File: src/rtl/cnt_pkg.sv
// Shared definitions for the modulo up/down counter family.
//   MODE_*            : encodings of the 2-bit mode input
//   presc_width()     : register width needed to count 0..PRESCALE-1
package cnt_pkg;

  localparam logic [1:0] MODE_UP       = 2'b00;
  localparam logic [1:0] MODE_DOWN     = 2'b01;
  localparam logic [1:0] MODE_PINGPONG = 2'b10;
  localparam logic [1:0] MODE_HOLD     = 2'b11;

  // Never returns less than 1 so a PRESCALE of 1 still gets a legal vector.
  function automatic int unsigned presc_width(int unsigned presc);
    return (presc <= 1) ? 1 : $clog2(presc);
  endfunction

endpackage

File: src/rtl/tick_prescaler.sv
// Prescaler producing one count tick every PRESCALE enabled clock cycles.
// Ports:
//   clk     : clock, rising edge
//   reset_n : asynchronous active-low reset
//   en      : advance the phase counter this cycle
//   sclr    : synchronous return of the phase counter to 0 (wins over en)
//   tick    : combinational, high on the enabled cycle that ends a period
module tick_prescaler #(
  parameter int unsigned PRESCALE = 1
) (
  input  logic clk,
  input  logic reset_n,
  input  logic en,
  input  logic sclr,
  output logic tick
);
  import cnt_pkg::*;

  localparam int unsigned PW = presc_width(PRESCALE);
  localparam logic [PW-1:0] PhaseLast = PW'(PRESCALE - 1);

  logic [PW-1:0] phase_q;

  // With PRESCALE = 1 the phase stays at 0 and every enabled cycle ticks.
  assign tick = en && (phase_q == PhaseLast);

  always_ff @(posedge clk or negedge reset_n) begin
    if (!reset_n) begin
      phase_q <= '0;
    end else if (sclr) begin
      phase_q <= '0;
    end else if (en) begin
      phase_q <= tick ? '0 : phase_q + 1'b1;
    end
  end

endmodule

File: src/rtl/mod_updown_counter.sv
// Fully synchronous modulo-MOD counter with prescaler, up/down/ping-pong/hold
// modes, synchronous clear, clamped parallel load, terminal-count pulse and a
// sticky wrap flag.
// Ports:
//   clk, reset_n : clock (rising edge) and asynchronous active-low reset
//   en           : count enable (gates prescaler and ticks)
//   clear        : synchronous clear of q, prescaler, dir, tc and wrap_flag
//   load         : synchronous load of load_val (clamped to MOD-1)
//   load_val     : value for load
//   mode         : 00 up, 01 down, 10 ping-pong, 11 hold
//   flag_clr     : clears wrap_flag (a simultaneous tc wins)
//   q            : current count, 0..MOD-1
//   dir          : current direction, 0 = up, 1 = down
//   tc           : one-cycle registered terminal-count pulse
//   wrap_flag    : sticky, set by every tc
module mod_updown_counter #(
  parameter int unsigned      WIDTH    = 4,
  parameter longint unsigned  MOD      = 16,
  parameter int unsigned      PRESCALE = 1
) (
  input  logic             clk,
  input  logic             reset_n,
  input  logic             en,
  input  logic             clear,
  input  logic             load,
  input  logic [WIDTH-1:0] load_val,
  input  logic [1:0]       mode,
  input  logic             flag_clr,
  output logic [WIDTH-1:0] q,
  output logic             dir,
  output logic             tc,
  output logic             wrap_flag
);
  import cnt_pkg::*;

  localparam logic [WIDTH-1:0] QMax   = WIDTH'(MOD - 1);
  localparam logic [WIDTH-1:0] QMaxM1 = WIDTH'(MOD - 2);
  localparam logic [WIDTH-1:0] QOne   = WIDTH'(1);
  // One extra bit so MOD = 2^WIDTH is representable for the load clamp.
  localparam logic [WIDTH:0]   ModExt = (WIDTH + 1)'(MOD);

  logic [WIDTH-1:0] q_q, q_d;
  logic             dir_q, dir_d;
  logic             tc_q, tc_d;
  logic             wrap_q, wrap_d;
  logic             tick;

  tick_prescaler #(
    .PRESCALE (PRESCALE)
  ) u_prescaler (
    .clk     (clk),
    .reset_n (reset_n),
    .en      (en && (mode != MODE_HOLD)),
    .sclr    (clear || load),
    .tick    (tick)
  );

  always_comb begin
    q_d    = q_q;
    dir_d  = dir_q;
    tc_d   = 1'b0;
    wrap_d = wrap_q;
    if (flag_clr) begin
      wrap_d = 1'b0;
    end

    if (clear) begin
      q_d    = '0;
      dir_d  = 1'b0;
      wrap_d = 1'b0;
    end else if (load) begin
      q_d = ({1'b0, load_val} >= ModExt) ? QMax : load_val;
    end else if (tick) begin
      unique case (mode)
        MODE_UP: begin
          dir_d = 1'b0;
          if (q_q == QMax) begin
            q_d  = '0;
            tc_d = 1'b1;
          end else begin
            q_d = q_q + 1'b1;
          end
        end
        MODE_DOWN: begin
          dir_d = 1'b1;
          if (q_q == '0) begin
            q_d  = QMax;
            tc_d = 1'b1;
          end else begin
            q_d = q_q - 1'b1;
          end
        end
        MODE_PINGPONG: begin
          if (MOD == 2) begin
            // Two-state range: every tick is a turnaround.
            q_d   = (q_q == '0) ? QMax : '0;
            dir_d = (q_q == '0);
            tc_d  = 1'b1;
          end else if (!dir_q) begin
            if (q_q == QMax) begin
              // Parked at the top while heading up: turn without a pulse.
              q_d   = QMaxM1;
              dir_d = 1'b1;
            end else if (q_q == QMaxM1) begin
              q_d   = QMax;
              dir_d = 1'b1;
              tc_d  = 1'b1;
            end else begin
              q_d = q_q + 1'b1;
            end
          end else begin
            if (q_q == '0) begin
              q_d   = QOne;
              dir_d = 1'b0;
            end else if (q_q == QOne) begin
              q_d   = '0;
              dir_d = 1'b0;
              tc_d  = 1'b1;
            end else begin
              q_d = q_q - 1'b1;
            end
          end
        end
        default: ; // hold never ticks; prescaler is frozen
      endcase
    end

    if (tc_d) begin
      wrap_d = 1'b1;
    end
  end

  always_ff @(posedge clk or negedge reset_n) begin
    if (!reset_n) begin
      q_q    <= '0;
      dir_q  <= 1'b0;
      tc_q   <= 1'b0;
      wrap_q <= 1'b0;
    end else begin
      q_q    <= q_d;
      dir_q  <= dir_d;
      tc_q   <= tc_d;
      wrap_q <= wrap_d;
    end
  end

  assign q         = q_q;
  assign dir       = dir_q;
  assign tc        = tc_q;
  assign wrap_flag = wrap_q;

endmodule

File: config.mk
export PLATFORM = sky130hd
export DESIGN_NAME = mod_updown_counter
export DESIGN_NICKNAME = d
export VERILOG_FILES = /design/src/rtl/cnt_pkg.sv /design/src/rtl/tick_prescaler.sv /design/src/rtl/mod_updown_counter.sv
export SDC_FILE = /design/constraint.sdc
export NUM_CORES = 1
export LEC_CHECK = 0
export CAP_MARGIN = 20
export CORE_AREA = 2 2 46 43
export DETAILED_ROUTE_END_ITERATION = 7
export DIE_AREA = 0 0 48 45
export PLACE_DENSITY = 0.83
export SYNTH_ARGS = -nofsm -noshare
export SYNTH_HDL_FRONTEND = slang
export SYNTH_SLANG_ARGS = --single-unit
File: constraint.sdc
create_clock -name clk -period 3.2 [get_ports clk]
set_input_delay 0.48 -clock clk [delete_from_list [all_inputs] [get_ports clk]]
set_output_delay 0.48 -clock clk [all_outputs]
set_load 0.02 [all_outputs]
# Word-level counts from Yosys, hierarchy flattened
# Cells that the tools add are included.
# Widths: inputs -> output; s select.
# totals
latchBits	0
mem_bits_ro	0
ram_bits	0
wordCells	65
n_memories	0
register_bits	8
# op_classes
n_shift	0
n_bitwise	1
div	0
n_mux	36
magnitude_cmp	0
reduce_logical	13
n_eq_ne	7
multipliers	0
add_sub_neg	3
# op_table
cell	n
$mux 4	10
$mux 1	23
$pmux 4 s3	1
$eq 4x4->1 const B	2
$pmux 1 s3	2
$reduce_bool 3->1	2
$reduce_bool 5->1	1
$add 4x1->4 const B	1
$eq 4x1->1 const B	1
$logic_not 4->1	1
$ne 2x2->1 const B	2
$reduce_bool 2->1	2
$reduce_bool 4->1	1
$sub 4x1->4 const B	1
$reduce_and 3->1	1
$eq 2x1->1 const B	1
$eq 2x2->1 const B	1
$logic_and 1x1->1	2
$logic_not 2->1	1
$reduce_and 2->1	1
$add 1x1->1 const B	1
$logic_or 1x1->1	1
$not 1->1	1

# Logic depth before layout (Yosys ltp)
# logic_depth
word_depth	9
mapped_depth	8

# By module
# Synthesis repeated with hierarchy kept, for this count alone.
# unflattened
hier_cells	111
hier_area_um2	913.4
# by_module_without_submodules
mod	instances	cells_each	area_per_inst_um2
mod_updown_counter	1	108	867.1
tick_prescaler	1	3	46.3

# Worst setup path after synthesis
# OpenSTA, ideal clock, no wires.
# synth_path
kind	input -> register
startpoint	input mode[0]
endpoint	register q_q[3], in the netlist q[3]
n_path_buf	1
arrival_ps	1947
path_slack_ps	1160
stages	8
path_cell_list	inv_1 ha_1 buf_6 nor2_4 or3_4 nor4_1 or4_4 a221oi_2
# synth_via
elab_chain_cells	5
word_cells_on_any_way	13
cone_classes	eq/ne: 3; mux: 4; reduce/logical: 6
# synth_rtl
item	line_no	rtl
start, declared	mod_updown_counter.sv:27	input logic [1:0] mode,
$eq 2x2->1, or another cell as far along	mod_updown_counter.sv:74	unique case (mode)
$pmux 4 s3 or $logic_and 1x1->1 (tied branches)	mod_updown_counter.sv:74, mod_updown_counter.sv:53	
$mux 4 or $logic_and 1x1->1 (tied branches)	mod_updown_counter.sv:73, tick_prescaler.sv:25	
$mux 4 or $reduce_bool 3->1 (tied branches)	-	
$mux 4 or $reduce_and 2->1 (tied branches)	-	
end signal, assigned	mod_updown_counter.sv:140	q_q <= q_d;
end, declared	mod_updown_counter.sv:42	logic [WIDTH-1:0] q_q, q_d;
# Parallel ways exist; a longest one is shown, timed or not. The select of a mux whose other input is x is not followed.
# A chain may end at the register's enable or synchronous reset.

# Worst setup path in the final report
# Same ends and word-level chain as after synthesis.

==> impl_metrics.yaml <==
run_status:
  status: "completed"
pwr:
  p_leak_nw: 0.411
  swShare_pct: 34.3
  worst_vdd_drop_mv: 0.249
  intPower_mw: 0.201
  power_density_normalized_to_cell_area_nw_per_um2: 291
  p_clk_share_pct: 24.2
  power_frac_seq_pct: 38.8
  combinationalPowerShare_pct: 36.9
  power.switching_mw: 0.105
final_layout:
  final_cell_count_no_fill: 150
  nNetsFinal: 148
  sequential_standard_cell_area_um2: 200
  fillerInstances: 151
  flow.area_growth_from_synthesis_pct: 23.6
  antenna_cells_inserted: 0
  multiInputGateArea_um2: 579
  post_route_cells_drive_above_1_share_pct: 7.14
setup_path:
  ff2ff_path_depth: 7
  crit_fanout: 10
  setup.reg_to_reg.worst_slack_ns: 1.05
  timing.setup.critical_path_class: "in2reg"
  timing.critical_path.required_ns: 3.36
  critical_path_arrival_ns: 2.64
  critPathLaunch: "mode[0]"
  startpoint_class_of_the_critical_path: "primary input"
  rr_startpoint: "q[0]$_DFFE_PN0P_"
  critical_path.endpoint_type: "register"
floorplanning:
  die_h_um: 45
  die_x_um: 48
  core_area_um2: 1660
  placement_rows: 14
  die-area_um2: 2160
  initial_utilization_pct: 51.1
  top_level_ports: 19
sta:
  timing_hold_violations_final: 0
  finalWorstPathRequiredPeriod_ns: 2.49
  transition_time_at_the_pin_with_the_least_slew_margin_ns: 0.525
  finalSetupTns_ns: 0
  rsz0062_at_grt: "no"
  fin_crit_sh_pct: 77.7
  slew-limit-headroom_pct: 64.7
  finClkSkew_ns: 0.00347
  setup_viol: 0
  max_freq_ghz: 0.402
  finalMaxSlewViolations: 0
clocking:
  cts-hold-fix-buffers: 0
  clk_root_buffer_cell: "clkbuf_4"
  clock_tree.buffer_depth: 2
  clk_latency_ns: 0.25
  clk_transition_reported_paths_ns: 0.05
  post-cts-setup-buffers: 0
  clock_sinks: 8
  cts_buffers: 3
  cts_tree: "built"
  post_cts_resized: 0
  cts.htree.levels: 1
detailed_routing:
  top_layer: "met3"
  drt-total-wl_mm: 1.99
  vias: 893
  m1WireLength_um: 944
  route.detailed.vias_per_inst: 5.95
  route.detailed.drc: 0
  route.antenna.remaining_nets: 0
  firstDrtPassIters: 4
  route.met3.wl_um: 132
  drt_iter0_drc: 37
  wire_per_inst_um: 13.3
  met2_wl_um: 916
logic_synthesis:
  yosys_register_bits: 8
  netlist-cell-type-count: 39
  post_synth_instance_area_um2: 850
  synthCells: 110
  synth_seq_area_share_pct: 23.6
  post_synth.cell_area_avg_um2: 7.72
  synth_top_cells_by_area: "dfrtp_1 24%, ha_1 12%, a21oi_1 7.1%"
  synthDominantAreaCellType: "dfrtp_1"
  synth-edff-count: 0
  predominant_post_synthesis_flop_cell: "dfrtp_1"
  asyncSetResetFlopFracSynth_pct: 100
  netlist_top_cells_count: "12 x a21oi_1, 12 x nor2_1, 10 x inv_1"
  yosys_warnings: 0
  synth.net_count: 130
  top_area_cell_type_share_of_the_netlist_area_pct: 23.6
global_route:
  grt_pass1_vias: 777
  grt_antenna_before_repair: 0
  maximum_number_of_pins_on_one_net_before_global_route_repair: 15
  track_usage_pct: 21.7
  grt_pass1_wl_mm: 3.37
  grt.overflow.total: 0
worst_hold_path:
  hold_class: "reg2reg"
  min_delay_path_depth: 1
  hp-start: "wrap_flag$_DFFE_PN0P_"
placed_design:
  post-place-cells: 147
  io_buffers: 18
  dpl.hpwl_mm: 1.54
  routabilityCongestion: 0.885
job:
  maxCapViolCount: 0
==> registers in the layout (all words and copies together) (netlist names) <==
signal               cells
q                        4
wrap_flag                1
tc                       1
dir                      1
u_prescaler.phase_q      1
==> worst paths after layout <==
path / endpoint
max in group asynchronous: q[0]$_DFFE_PN0P_
max reg2reg: q[1]$_DFFE_PN0P_
min: wrap_flag$_DFFE_PN0P_
min reg2reg: wrap_flag$_DFFE_PN0P_
max: q[3]$_DFFE_PN0P_
min in group asynchronous: tc$_DFF_PN0_
==> per-layer routing <==
metal / vias to the layer above / track usage [%]
li1: 436 / -
met1: 417 / 33.1
met2: 40 / 28.8
met3: 0 / 9.20
met4: 0 / 3.24
met5: - / 0
==> layout by cell type, fill, tap and decap left out, types with 2 or more instances in the layout <==
master	Yosys	routed
nor4_1	2	2
inv_1	10	10
nor2_1	12	12
clkbuf_4	0	3
ha_1	8	8
clkdlybuf4s50_1	0	18
o211ai_1	3	3
o21ai_0	8	8
nand3_1	2	2
dfrtp_1	8	8
nor3_1	5	5
a21oi_1	12	12
nand2_1	7	7
o22ai_1	2	2
a211oi_1	4	4
==> cell type report <==
type,count,share of cell area [%]
clock buffers,3,2.15
inverters,10,3.58
multi-input cells,87,55.2
flip-flops and latches,8,19.1
well taps,24,2.86
repair buffers,18,17.2
==> per-stage QoR <==
step	instance area (um2)	utilization [%]	hold WS, ns	setup WS [ns]	power [mW]
after floorplan	850	-	0.184	1.16	0.193
after global placement	1030	61.7	0.486	0.534	0.229
after detailed placement	1030	61.7	0.487	0.480	0.231
after CTS	1050	63.1	0.499	0.734	0.307
after global routing	1050	63.1	0.505	0.584	0.330
final	1050	63.1	0.495	0.713	0.305
==> kinds of logic (layout without fill, tap and decap cells) <==
group | Yosys count | in the layout | share of synthesized area (%)
AO/OA/AOI/OAI | 37 | 37 | 27.8
AND/OR/NAND/NOR | 41 | 41 | 27.5
flip-flops | 8 | 8 | 23.6
XOR/XNOR | 1 | 1 | 1.03
buffers and inverters | 15 | 31 | 8.25
adder cells (fa/ha/maj) | 8 | 8 | 11.8
==> worst max-delay path, stage by stage <==
cell	delay, ns
clkdlybuf4s50_1	0.50
inv_1	0.07
ha_1	0.44
nor2_4	0.15
or3_4	0.15
nor4_1	0.05
or4_4	0.53
a221oi_2	0.27
==> power groups by stage <==
| stage | clock network [mW] | logic, mW | registers (mW) |
|---|---|---|---|
| floorplan | 0 | 0.0750 | 0.118 |
| global placement | 0 | 0.110 | 0.120 |
| detailed placement | 0 | 0.111 | 0.120 |
| CTS | 0.0776 | 0.111 | 0.118 |
| global route | 0.0846 | 0.126 | 0.120 |
| finish | 0.0740 | 0.113 | 0.119 |
Power figures use the tool's default switching activity.
